`src/rtl/uart_rx_os.sv`:
```
// Oversampling 8N1 UART receiver: 2-flop synchronizer, prescaled tick generator,
// 2-of-3 majority vote per bit, valid/ready byte output with framing/overrun pulses.
module uart_rx_os #(
  parameter int DATA_WIDTH = 8,
  parameter int PRESCALE   = 35,
  parameter int OVERSAMPLE = 8
) (
  input  logic                  clk_i,
  input  logic                  rst_ni,
  input  logic                  rx_i,
  output logic [DATA_WIDTH-1:0] m_data_o,
  output logic                  m_valid_o,
  input  logic                  m_ready_i,
  output logic                  frame_err_o,
  output logic                  overrun_o
);

  localparam int PW = (PRESCALE   > 1) ? $clog2(PRESCALE)   : 1;
  localparam int OW = (OVERSAMPLE > 1) ? $clog2(OVERSAMPLE) : 1;
  localparam int IW = (DATA_WIDTH > 1) ? $clog2(DATA_WIDTH) : 1;

  localparam logic [PW-1:0] PRE_LAST = PW'(PRESCALE - 1);
  localparam logic [OW-1:0] T_S0     = OW'(OVERSAMPLE/2 - 1);
  localparam logic [OW-1:0] T_S1     = OW'(OVERSAMPLE/2);
  localparam logic [OW-1:0] T_DEC    = OW'(OVERSAMPLE/2 + 1);
  localparam logic [OW-1:0] T_END    = OW'(OVERSAMPLE - 1);
  localparam logic [IW-1:0] IDX_LAST = IW'(DATA_WIDTH - 1);

  typedef enum logic [2:0] {S_IDLE, S_START, S_DATA, S_STOP, S_BREAK} state_t;

  state_t                state, state_n;
  logic                  rx_meta, rxs;
  logic [PW-1:0]         pre_cnt;
  logic [OW-1:0]         tick_cnt;
  logic [IW-1:0]         bit_idx;
  logic [DATA_WIDTH-1:0] shreg;
  logic                  s0, s1;
  logic                  tick, decide, bit_end, vote, stop_ok, stop_bad;

  // Synchronizer resets to the idle level so reset release never looks like a start bit.
  always_ff @(posedge clk_i or negedge rst_ni) begin
    if (!rst_ni) begin
      rx_meta <= 1'b1;
      rxs     <= 1'b1;
    end else begin
      rx_meta <= rx_i;
      rxs     <= rx_meta;
    end
  end

  assign tick     = (state != S_IDLE) && (pre_cnt == PRE_LAST);
  assign decide   = tick && (tick_cnt == T_DEC);
  assign bit_end  = tick && (tick_cnt == T_END);
  assign vote     = (s0 & s1) | (s0 & rxs) | (s1 & rxs);
  assign stop_ok  = (state == S_STOP) && decide && vote;
  assign stop_bad = (state == S_STOP) && decide && !vote;

  always_ff @(posedge clk_i or negedge rst_ni) begin
    if (!rst_ni) state <= S_IDLE;
    else         state <= state_n;
  end

  always_comb begin
    state_n = state;
    case (state)
      S_IDLE:  if (!rxs) state_n = S_START;
      S_START: begin
        if (decide && vote) state_n = S_IDLE;
        else if (bit_end)   state_n = S_DATA;
      end
      S_DATA:  if (bit_end && (bit_idx == IDX_LAST)) state_n = S_STOP;
      // Leaving mid-stop-bit lets a back-to-back start edge be caught in IDLE.
      S_STOP:  if (decide) state_n = vote ? S_IDLE : S_BREAK;
      S_BREAK: if (rxs) state_n = S_IDLE;
      default: state_n = S_IDLE;
    endcase
  end

  always_ff @(posedge clk_i or negedge rst_ni) begin
    if (!rst_ni) begin
      pre_cnt  <= '0;
      tick_cnt <= '0;
      bit_idx  <= '0;
      shreg    <= '0;
      s0       <= 1'b0;
      s1       <= 1'b0;
    end else begin
      if (state == S_IDLE) begin
        pre_cnt  <= '0;
        tick_cnt <= '0;
        bit_idx  <= '0;
      end else begin
        pre_cnt <= tick ? '0 : pre_cnt + 1'b1;
        if (tick) tick_cnt <= (tick_cnt == T_END) ? '0 : tick_cnt + 1'b1;
        if (state == S_DATA && bit_end) bit_idx <= bit_idx + 1'b1;
      end
      if (tick && tick_cnt == T_S0) s0 <= rxs;
      if (tick && tick_cnt == T_S1) s1 <= rxs;
      if (state == S_DATA && decide) shreg <= {vote, shreg[DATA_WIDTH-1:1]};
    end
  end

  // A finished byte loads if the slot is free or being drained this cycle; otherwise it is dropped.
  always_ff @(posedge clk_i or negedge rst_ni) begin
    if (!rst_ni) begin
      m_data_o    <= '0;
      m_valid_o   <= 1'b0;
      frame_err_o <= 1'b0;
      overrun_o   <= 1'b0;
    end else begin
      frame_err_o <= stop_bad;
      overrun_o   <= stop_ok && m_valid_o && !m_ready_i;
      if (stop_ok && (!m_valid_o || m_ready_i)) begin
        m_data_o  <= shreg;
        m_valid_o <= 1'b1;
      end else if (m_ready_i) begin
        m_valid_o <= 1'b0;
      end
    end
  end

endmodule

```
`config.mk`:
```
export PLATFORM = sky130hd
export DESIGN_NAME = uart_rx_os
export DESIGN_NICKNAME = d
export VERILOG_FILES = /design/src/rtl/uart_rx_os.sv
export SDC_FILE = /design/constraint.sdc
export NUM_CORES = 1
export LEC_CHECK = 0
export ABC_AREA = 1
export BUFFER_PORTS_ARGS = -buffer_cell sky130_fd_sc_hd__buf_2
export CAP_MARGIN = 20
export CELL_PAD_IN_SITES_DETAIL_PLACEMENT = 1
export CELL_PAD_IN_SITES_GLOBAL_PLACEMENT = 1
export CORE_MARGIN = 2
export CORE_UTILIZATION = 40
export DETAILED_ROUTE_END_ITERATION = 12
export GPL_ROUTABILITY_DRIVEN = 0
export PLACE_DENSITY_LB_ADDON = 0.1
export SYNTH_ARGS = -nofsm -noshare
export SYNTH_HDL_FRONTEND = slang
export SYNTH_SLANG_ARGS = --single-unit
```
`constraint.sdc`:
```
create_clock -name clk_i -period 1.7 [get_ports clk_i]
set_clock_uncertainty 0.2 [all_clocks]
set_input_delay 0.17 -clock clk_i [delete_from_list [all_inputs] [get_ports clk_i]]
set_output_delay 0.17 -clock clk_i [all_outputs]
set_load 0.02 [all_outputs]
```
**Word-level counts from Yosys, hierarchy flattened**

Index checks and enable logic that the tools add are counted.

- Flip-flop bits (word level): 38
- Latch bits: 0
- Memory bits (writable): 0
- ROM bits: 0
- Output and inout port bits: 11
- Logic and storage cells: 78
- Memories kept: 0

- Add/sub/neg operators: 3
- Multipliers: 0
- Div/mod/pow operators: 0
- Magnitude comparators: 0
- Equality and inequality tests: 15
- Shift operators: 0
- Multiplexer cells: 17
- Bitwise gates (word level): 5
- Reductions and logical operators: 25

Operators by type and width:

| cell | number |
|---|---|
| $mux 3 | 12 |
| $eq 3x3->1 const B | 5 |
| $logic_and 1x1->1 | 15 |
| $pmux 3 s5 | 1 |
| $mux 6 | 2 |
| $eq 3x2->1 const B | 3 |
| $ne 2x2->1 const B | 4 |
| $add 3x1->3 const B | 2 |
| $add 6x1->6 const B | 1 |
| $eq 6x6->1 const B | 1 |
| $reduce_bool 2->1 | 3 |
| $reduce_and 5->1 | 1 |
| $and 1x1->1 | 3 |
| $eq 3x1->1 const B | 1 |
| $logic_not 1->1 | 3 |
| $logic_not 3->1 | 1 |
| $ne 3x3->1 const B | 1 |
| $reduce_bool 3->1 | 1 |
| $mux 1 | 2 |
| $or 1x1->1 | 2 |
| $logic_or 1x1->1 | 1 |

**Logic depth before layout (Yosys ltp)**

Gate-level depths: netlist of the first run.

- Depth in word-level cells: 7
- Depth in mapped cells: 10
- Depth with buffers taken out: 10

**Least setup slack after synthesis of the first run**

No wires, ideal clock.

- Path type: reg2reg
- Start: register pre_cnt[0]
- End: register m_data_o[3]
- Library setup time: 0.118 ns
- Data arrival time: 1.411 ns
- Data required time: 1.382 ns
- Setup slack: -0.028 ns
- Stages on the path, launching flop included: 11
- Path through: dfrtp_1 inv_1 ha_1 nand2_1 nor2_1 nand4_4 inv_2 nand4_4 buf_6 nand2_1 o21ai_2

- Word-level cells in the longest chain between the ends: 6

RTL lines:

| element | line | RTL |
|---|---|---|
| start, declared | 33 | `logic [PW-1:0] pre_cnt;` |
| start signal, assigned | 93 | `pre_cnt <= tick ? '0 : pre_cnt + 1'b1;` |
| $eq 6x6->1 | 51 | `assign tick = (state != S_IDLE) && (pre_cnt == PRE_LAST);` |
| $logic_and 1x1->1 | 51 |  |
| $logic_and 1x1->1 | 52 | `assign decide = tick && (tick_cnt == T_DEC);` |
| $logic_and 1x1->1 (2 in a row) | 55 | `assign stop_ok = (state == S_STOP) && decide && vote;` |
| $logic_and 1x1->1 | 113 | `if (stop_ok && (!m_valid_o \|\| m_ready_i)) begin` |
| end signal, assigned | 114 | `m_data_o <= shreg;` |
| end, declared | 11 | `output logic [DATA_WIDTH-1:0] m_data_o,` |

Every way passes these cells.
A chain may end at the register's enable or synchronous reset.

**Final worst setup path of the first run**

- Start: register pre_cnt[0]
- End: register state[0]

- Word-level cells in the longest chain between the ends: 6

RTL lines:

| element | line | RTL |
|---|---|---|
| $eq 6x6->1 (*) | 51 |  |
| $logic_and 1x1->1 (*) | 51 |  |
| $logic_and 1x1->1 (on tied branches) | 52, 53 |  |
| $logic_and 1x1->1 (on tied branches) | 68, 71 |  |
| $ne 3x3->1 (no line), or another cell as far along | n/a |  |
| $reduce_and 5->1 (no line) or $pmux 3 s5 (tied branches) | n/a |  |
| end signal, assigned | 60 | `else state <= state_n;` |
| end, declared | 31 | `state_t state, state_n;` |

Mark *: on every way between the ends. The rest lies on a longest branch, timed or not.

==> results.ini, run 1 <==
[logic_synthesis]
postSynthCellCount = 199
post-synth-top-count-cell = nand2_1
syn_area_um2 = 1810
netlist_top_cells_area = dfrtp_1 (50%), nand2_1 (9.7%), ha_1 (6.2%)
synth_edf_count = 0
avgSynthCellArea_um2 = 9.11
yosys-top-cells-count = nand2_1 (47), dfrtp_1 (36), inv_1 (26)
synth_top_area_share_pct = 49.7
ys_seq_area_share_pct = 52.6
yosysTopAreaCell = dfrtp_1
synth_cell_types = 26
async_flop_share_pct = 100
synth-seq-cells = 38
syn_nets = 212
synth_warnings = 0
synth_flop_cell = dfrtp_1

[timing]
fmax_mhz = 573
drv_slew = 0
fin_crit_ns = 1.75
timing.final.ws_setup_ns = -0.0450
period_share_pct = 103
hold_viol = 0
rsz0062_at_grt = yes
relSlewSlack_pct = 67.5
tns_ns = -0.169
setup_violations = 10
tightest_slew_ns = 0.488

[floorplanning]
ios = 15
die_area_um2 = 5090
start_util_pct = 41.6
row_count = 24
die_w_um = 71.3
die_h_um = 71.3
design.core.area_um2 = 4350

[setup_path]
timing_worst_setup_path_type = reg -> reg
cp_slowest_cell = dfrtp_1
slowest_delay_ns = 0.39
critical_path_arrival_ns = 1.73
crit_required_ns = 1.68
worstSetupEndpointType = flip-flop
cp_max_fo = 5
path_common_cell = nand2_1
start_kind = flip-flop
path_cells = inv_1 > ha_2 > nand2_4 > nor2_4 > nand4_4 > buf_6 > a21oi_4 > nand3_2 > nand2_1 > nand2_1

[route]
ant_nets = 0
drcViolationCount = 0
first_pass_iters = 4
drt-total-wl_um = 4750
drtIter0Drc = 19
avgViaCountPerCell = 4.97
vias = 1497
wire_per_inst_um = 15.8

[clocking]
h-tree-depth = 2
cts-buffers-inserted = 5
clock_latency_ns = 0.29
clock_path_buffers = 2
clock_sinks = 38
path_clk_slew_ns = 0.08
cts_tree = built
clockRootBuffer = clkbuf_8

[pwr]
sw_frac_of_total_pct = 19.6
pwr-share-seq_pct = 52.2
p_clk_share_pct = 45.8
power_leakage_nw = 1.28
intPower_mw = 1.40
combPwrFrac_pct = 2.0
vdd_drop_max_mv = 0.454
cellPowerDensity_nw_per_um2 = 685
p_sw_mw = 0.342

[global_route]
grt_use_met2_pct = 33.3
overflow = 0
antenna_found_initial = 0
met1_usage_pct = 23.3
grt_max_degree = 21
grt_usage_pct = 18.8
grt_pass1_wl_um = 7420
grt_pass1_vias = 1572
grt_use_met3_pct = 4.22
gr-max-usage-layer = met2

[layout]
postLayoutCellArea_um2 = 2540
finalNonFillerCells = 301
final_util_pct = 58.3
drive_gt1_share_pct = 43.8
nNetsFinal = 261
syn2layout_area_growth_pct = 40.0
diodes = 0
fillCellCount = 485

[status]
failed_checks = negative setup slack
outcome = finished with violations

[flow_run]
maxCapViolCount = 0

[min_path]
min_path_type = in -> reg

[placement]
place_ws_ns = -0.128
portBuffers = 14
post_dp_cell_area_um2 = 2090
dp_cells = 283
place_hpwl_um = 3130

-- cells by family after synthesis --
logic type	after synthesis	share of synthesized area, %
xor gates and xnor gates	1	0.483
and+or+nand+nor	90	23.5
DFF	38	52.6
buffers and inverters	34	7.66
adders and majority gates	9	6.21
AOI/OAI and AO/OA	27	9.52
-- layout make-up --
cell class / count / area (um2) / area share [%]
Clock inverter: 1 / 30.0 / 1.18
Timing Repair Buffer: 43 / 355 / 14.0
Multi-Input combinational cell: 128 / 926 / 36.5
Inverter: 32 / 123 / 4.83
Sequential cell: 38 / 953 / 37.6
Clock buffer: 7 / 86.3 / 3.40
Tap cell: 52 / 65.1 / 2.56
-- cells in the final DEF (no fill, tap or decap), drive strengths merged, types with 6 or more instances in the layout --
| cell | n |
|---|---|
| dfrtp | 36 |
| nand4 | 6 |
| inv | 31 |
| o21ai | 21 |
| ha | 9 |
| nor2 | 16 |
| nand2 | 50 |
| clkbuf | 8 |
| nand3 | 13 |
| buf | 40 |
| nor3 | 6 |
-- stage by stage --
step / hold slack (ns) / total power [mW]
6_report: 0.0868 / 1.74
3_3_place_gp: -0.0468 / 0.957
4_1_cts: 0.0464 / 1.77
2_1_floorplan: -0.326 / 0.929
5_1_grt: 0.117 / 1.81
3_5_place_dp: -0.0288 / 0.959
-- critical path, delay by kind of cell, from the launching register on --
kind	cells	cell delay, ns
and+or+nand+nor	6	0.46
DFF	1	0.39
buffers and inverters	2	0.21
AOI/OAI and AO/OA	1	0.19
adders and majority gates	1	0.18
-- power by group through the flow --
| stage | Sequential (mW) | Combinational, mW | Clock, mW |
|---|---|---|---|
| 4_1_cts | 0.909 | 0.0361 | 0.822 |
| 2_1_floorplan | 0.927 | 0.00169 | 0 |
| 3_3_place_gp | 0.927 | 0.0308 | 0 |
| 6_report | 0.909 | 0.0342 | 0.797 |
| 3_5_place_dp | 0.927 | 0.0328 | 0 |
| 5_1_grt | 0.909 | 0.0403 | 0.865 |
-- state kept, by name, indices dropped and copies added (netlist names) --
signal	flops
bit_idx	3
frame_err_o	1
m_data_o	8
m_valid_o	1
overrun_o	1
pre_cnt	6
rx_meta	1
rxs	1
s0	1
s1	1
shreg	8
state	3
tick_cnt	3
-- worst paths after layout --
path | from | end | slack (ns) | cells after the start
min in group asynchronous | rst_ni | tick_cnt[0] | 0.17 | 2
max in group asynchronous | rst_ni | rxs | 0.57 | 3
max | pre_cnt[0] | state[0] | -0.05 | 10
min reg2reg | rx_meta | rxs | 0.17 | 0
min | m_ready_i | overrun_o | 0.09 | 4
max reg2reg | pre_cnt[0] | state[0] | -0.05 | 10
-- routing by layer --
layer	vias to the layer above	part of all wire [%]
li1	735	-
met1	740	44
met5	-	0
met3	5	2.4
met2	17	52
met4	0	0.99
-- timing repair --
| action | 4_1_cts | 5_1_grt |
|---|---|---|
| gates resized for setup | 12 | 42 |
| endpoints found under the setup margin | 22 | 27 |
| hold buffers | 2 | 0 |
| pin swaps | 6 | 10 |
| gates cloned | 0 | 2 |
| setup buffers | 2 | 4 |
| hold endpoints to repair | 19 | 0 |
Note: power is estimated with default switching activity, not from simulation.
==> run 2: changes to the inputs <==
- SKIP_LAST_GASP: default -> 1
==> run 2 against run 1 <==
- the run still ends with negative setup slack left
- wire length decreased by 1.4%
- power about the same
- worst hold slack improved by 0.0095 ns
- global-route usage about the same
- register-to-register slack got worse by 0.02 ns
- first-iteration DRC count increased by 21%
- non-clock buffer count unchanged
- clock power about the same
- critical path type unchanged
- largest power group unchanged
==> results.ini, run 2 (same netlist as run 1, synthesis figures left out) <==
[pwr]
power_leakage_nw = 1.27
finalPower_mw = 1.74
p_clk_share_pct = 45.7
intPower_mw = 1.40
sw_frac_of_total_pct = 19.6
p_sw_mw = 0.341
combPwrFrac_pct = 2.0
pwr-share-seq_pct = 52.3
vdd_drop_max_mv = 0.538
cellPowerDensity_nw_per_um2 = 693

[layout]
final_cell_mix = dfrtp_1 (36), nand2_1 (34), inv_1 (23)
finalNonFillerCells = 301
postLayoutCellArea_um2 = 2510
drive_gt1_share_pct = 41.0
nNetsFinal = 261
final_common_cell = dfrtp_1
largestRegisters = m_data_o x8, shreg x8, pre_cnt x6
final_util_pct = 57.6
syn2layout_area_growth_pct = 38.4
diodes = 0

[setup_path]
worstSetupEndpointType = flip-flop
path_cells = inv_1 > ha_2 > nand2_4 > nor2_4 > nand4_4 > buf_6 > a21oi_4 > nand3_2 > nand2_1 > nand2_1
timing_worst_setup_path_type = reg -> reg
cp_num_buf_inv = 2
crit_family = simple AND/OR/NAND/NOR gates
cp_slowest_cell = dfrtp_1
ff2ff_setup_slack_ns = -0.06
critical_path_arrival_ns = 1.74
start_kind = flip-flop
path_common_cell = nand2_1
crit_required_ns = 1.68
cp_max_fo = 5
slowest_delay_ns = 0.40

[timing]
relSlewSlack_pct = 66.9
timing.final.ws_setup_ns = -0.0610
hold_viol = 0
fmax_mhz = 568
rsz0062_at_grt = yes
tightest_slew_ns = 0.497
period_share_pct = 104
drv_slew = 0
tns_ns = -0.414
holdWs_ns = 0.0963
setup_violations = 13
fin_crit_ns = 1.76

[global_route]
grt_pass1_wl_um = 7440
grt_pass1_vias = 1578
antenna_found_initial = 0
grt_usage_pct = 18.8
grt_max_degree = 21
overflow = 0

[placement]
dp_cells = 283
place_hpwl_um = 3130
portBuffers = 14
place_ws_ns = -0.128
post_dp_cell_area_um2 = 2090

[route]
first_pass_iters = 4
ant_nets = 0
avgViaCountPerCell = 5.00
vias = 1506
drt-total-wl_um = 4680
drtIter0Drc = 23
drcViolationCount = 0
wire_per_inst_um = 15.6

[clocking]
path_clk_slew_ns = 0.08
clock_latency_ns = 0.29
h-tree-depth = 2
clock_sinks = 38
cts-buffers-inserted = 5
clock_path_buffers = 2
cts_tree = built
clockRootBuffer = clkbuf_8

[status]
outcome = finished with violations
failed_checks = negative setup slack

[floorplanning]
die_w_um = 71.3
design.core.area_um2 = 4350
die_h_um = 71.3
ios = 15
die_area_um2 = 5090
start_util_pct = 41.6
row_count = 24

[min_path]
min_path_type = in -> reg

[flow_run]
maxCapViolCount = 0

-- run 2: changes by cell type in the layout (fill, tap and decap cells not counted) --
cell / change
nand2_1: +5
ha_4: -1
o21ai_2: -2
nand2_2: -5
o21ai_1: +2
ha_2: +1
-- run 2: path summary, 6_finish.rpt --
check,from,end,cells after the start
worst max register to register,pre_cnt[0],state[0],10
worst min register to register,rx_meta,rxs,0
min in group asynchronous,rst_ni,tick_cnt[0],2
worst max-delay path,pre_cnt[0],state[0],10
worst min-delay path,m_ready_i,overrun_o,4
max in group asynchronous,rst_ni,rxs,3
-- run 2: layout make-up --
| class | count | area [um2] |
|---|---|---|
| inverters | 32 | 123 |
| clock inverters | 1 | 30.0 |
| multi-input cells | 128 | 896 |
| fillers | 491 | 1850 |
| repair buffers | 43 | 355 |
| flip-flops and latches | 38 | 953 |
| clock buffers | 7 | 86.3 |
| well taps | 52 | 65.1 |
-- run 2: power by group through the flow --
stage	combinational, mW	clock, mW	sequential (mW)
after global routing	0.0399	0.867	0.909
after detailed placement	0.0328	0	0.927
after global placement	0.0308	0	0.927
after floorplan	0.00169	0	0.927
final	0.0344	0.796	0.909
after CTS	0.0361	0.822	0.909
-- run 2: worst reg2reg max path: stages (launching register included) --
cell	delay [ns]
dfrtp_1	0.40
inv_1	0.07
ha_2	0.19
nand2_4	0.07
nor2_4	0.09
nand4_4	0.10
buf_6	0.15
a21oi_4	0.19
nand3_2	0.09
nand2_1	0.06
nand2_1	0.05
-- run 2: routing by layer --
layer	GRT usage (%)	up-vias	part of all wire [%]
met3	4.22	5	2.8
met4	4.40	0	0.98
li1	-	731	-
met1	23.3	749	44
met2	33.4	21	53
met5	0	-	0
-- run 2: timing repair --
item / CTS / global route
pin swaps: 6 / 8
gates resized for setup: 11 / 35
hold buffers: 2 / 0
hold endpoints to repair: 19 / 0
setup endpoints to repair: 22 / 27
setup buffers: 2 / 4
cloned: 0 / 2
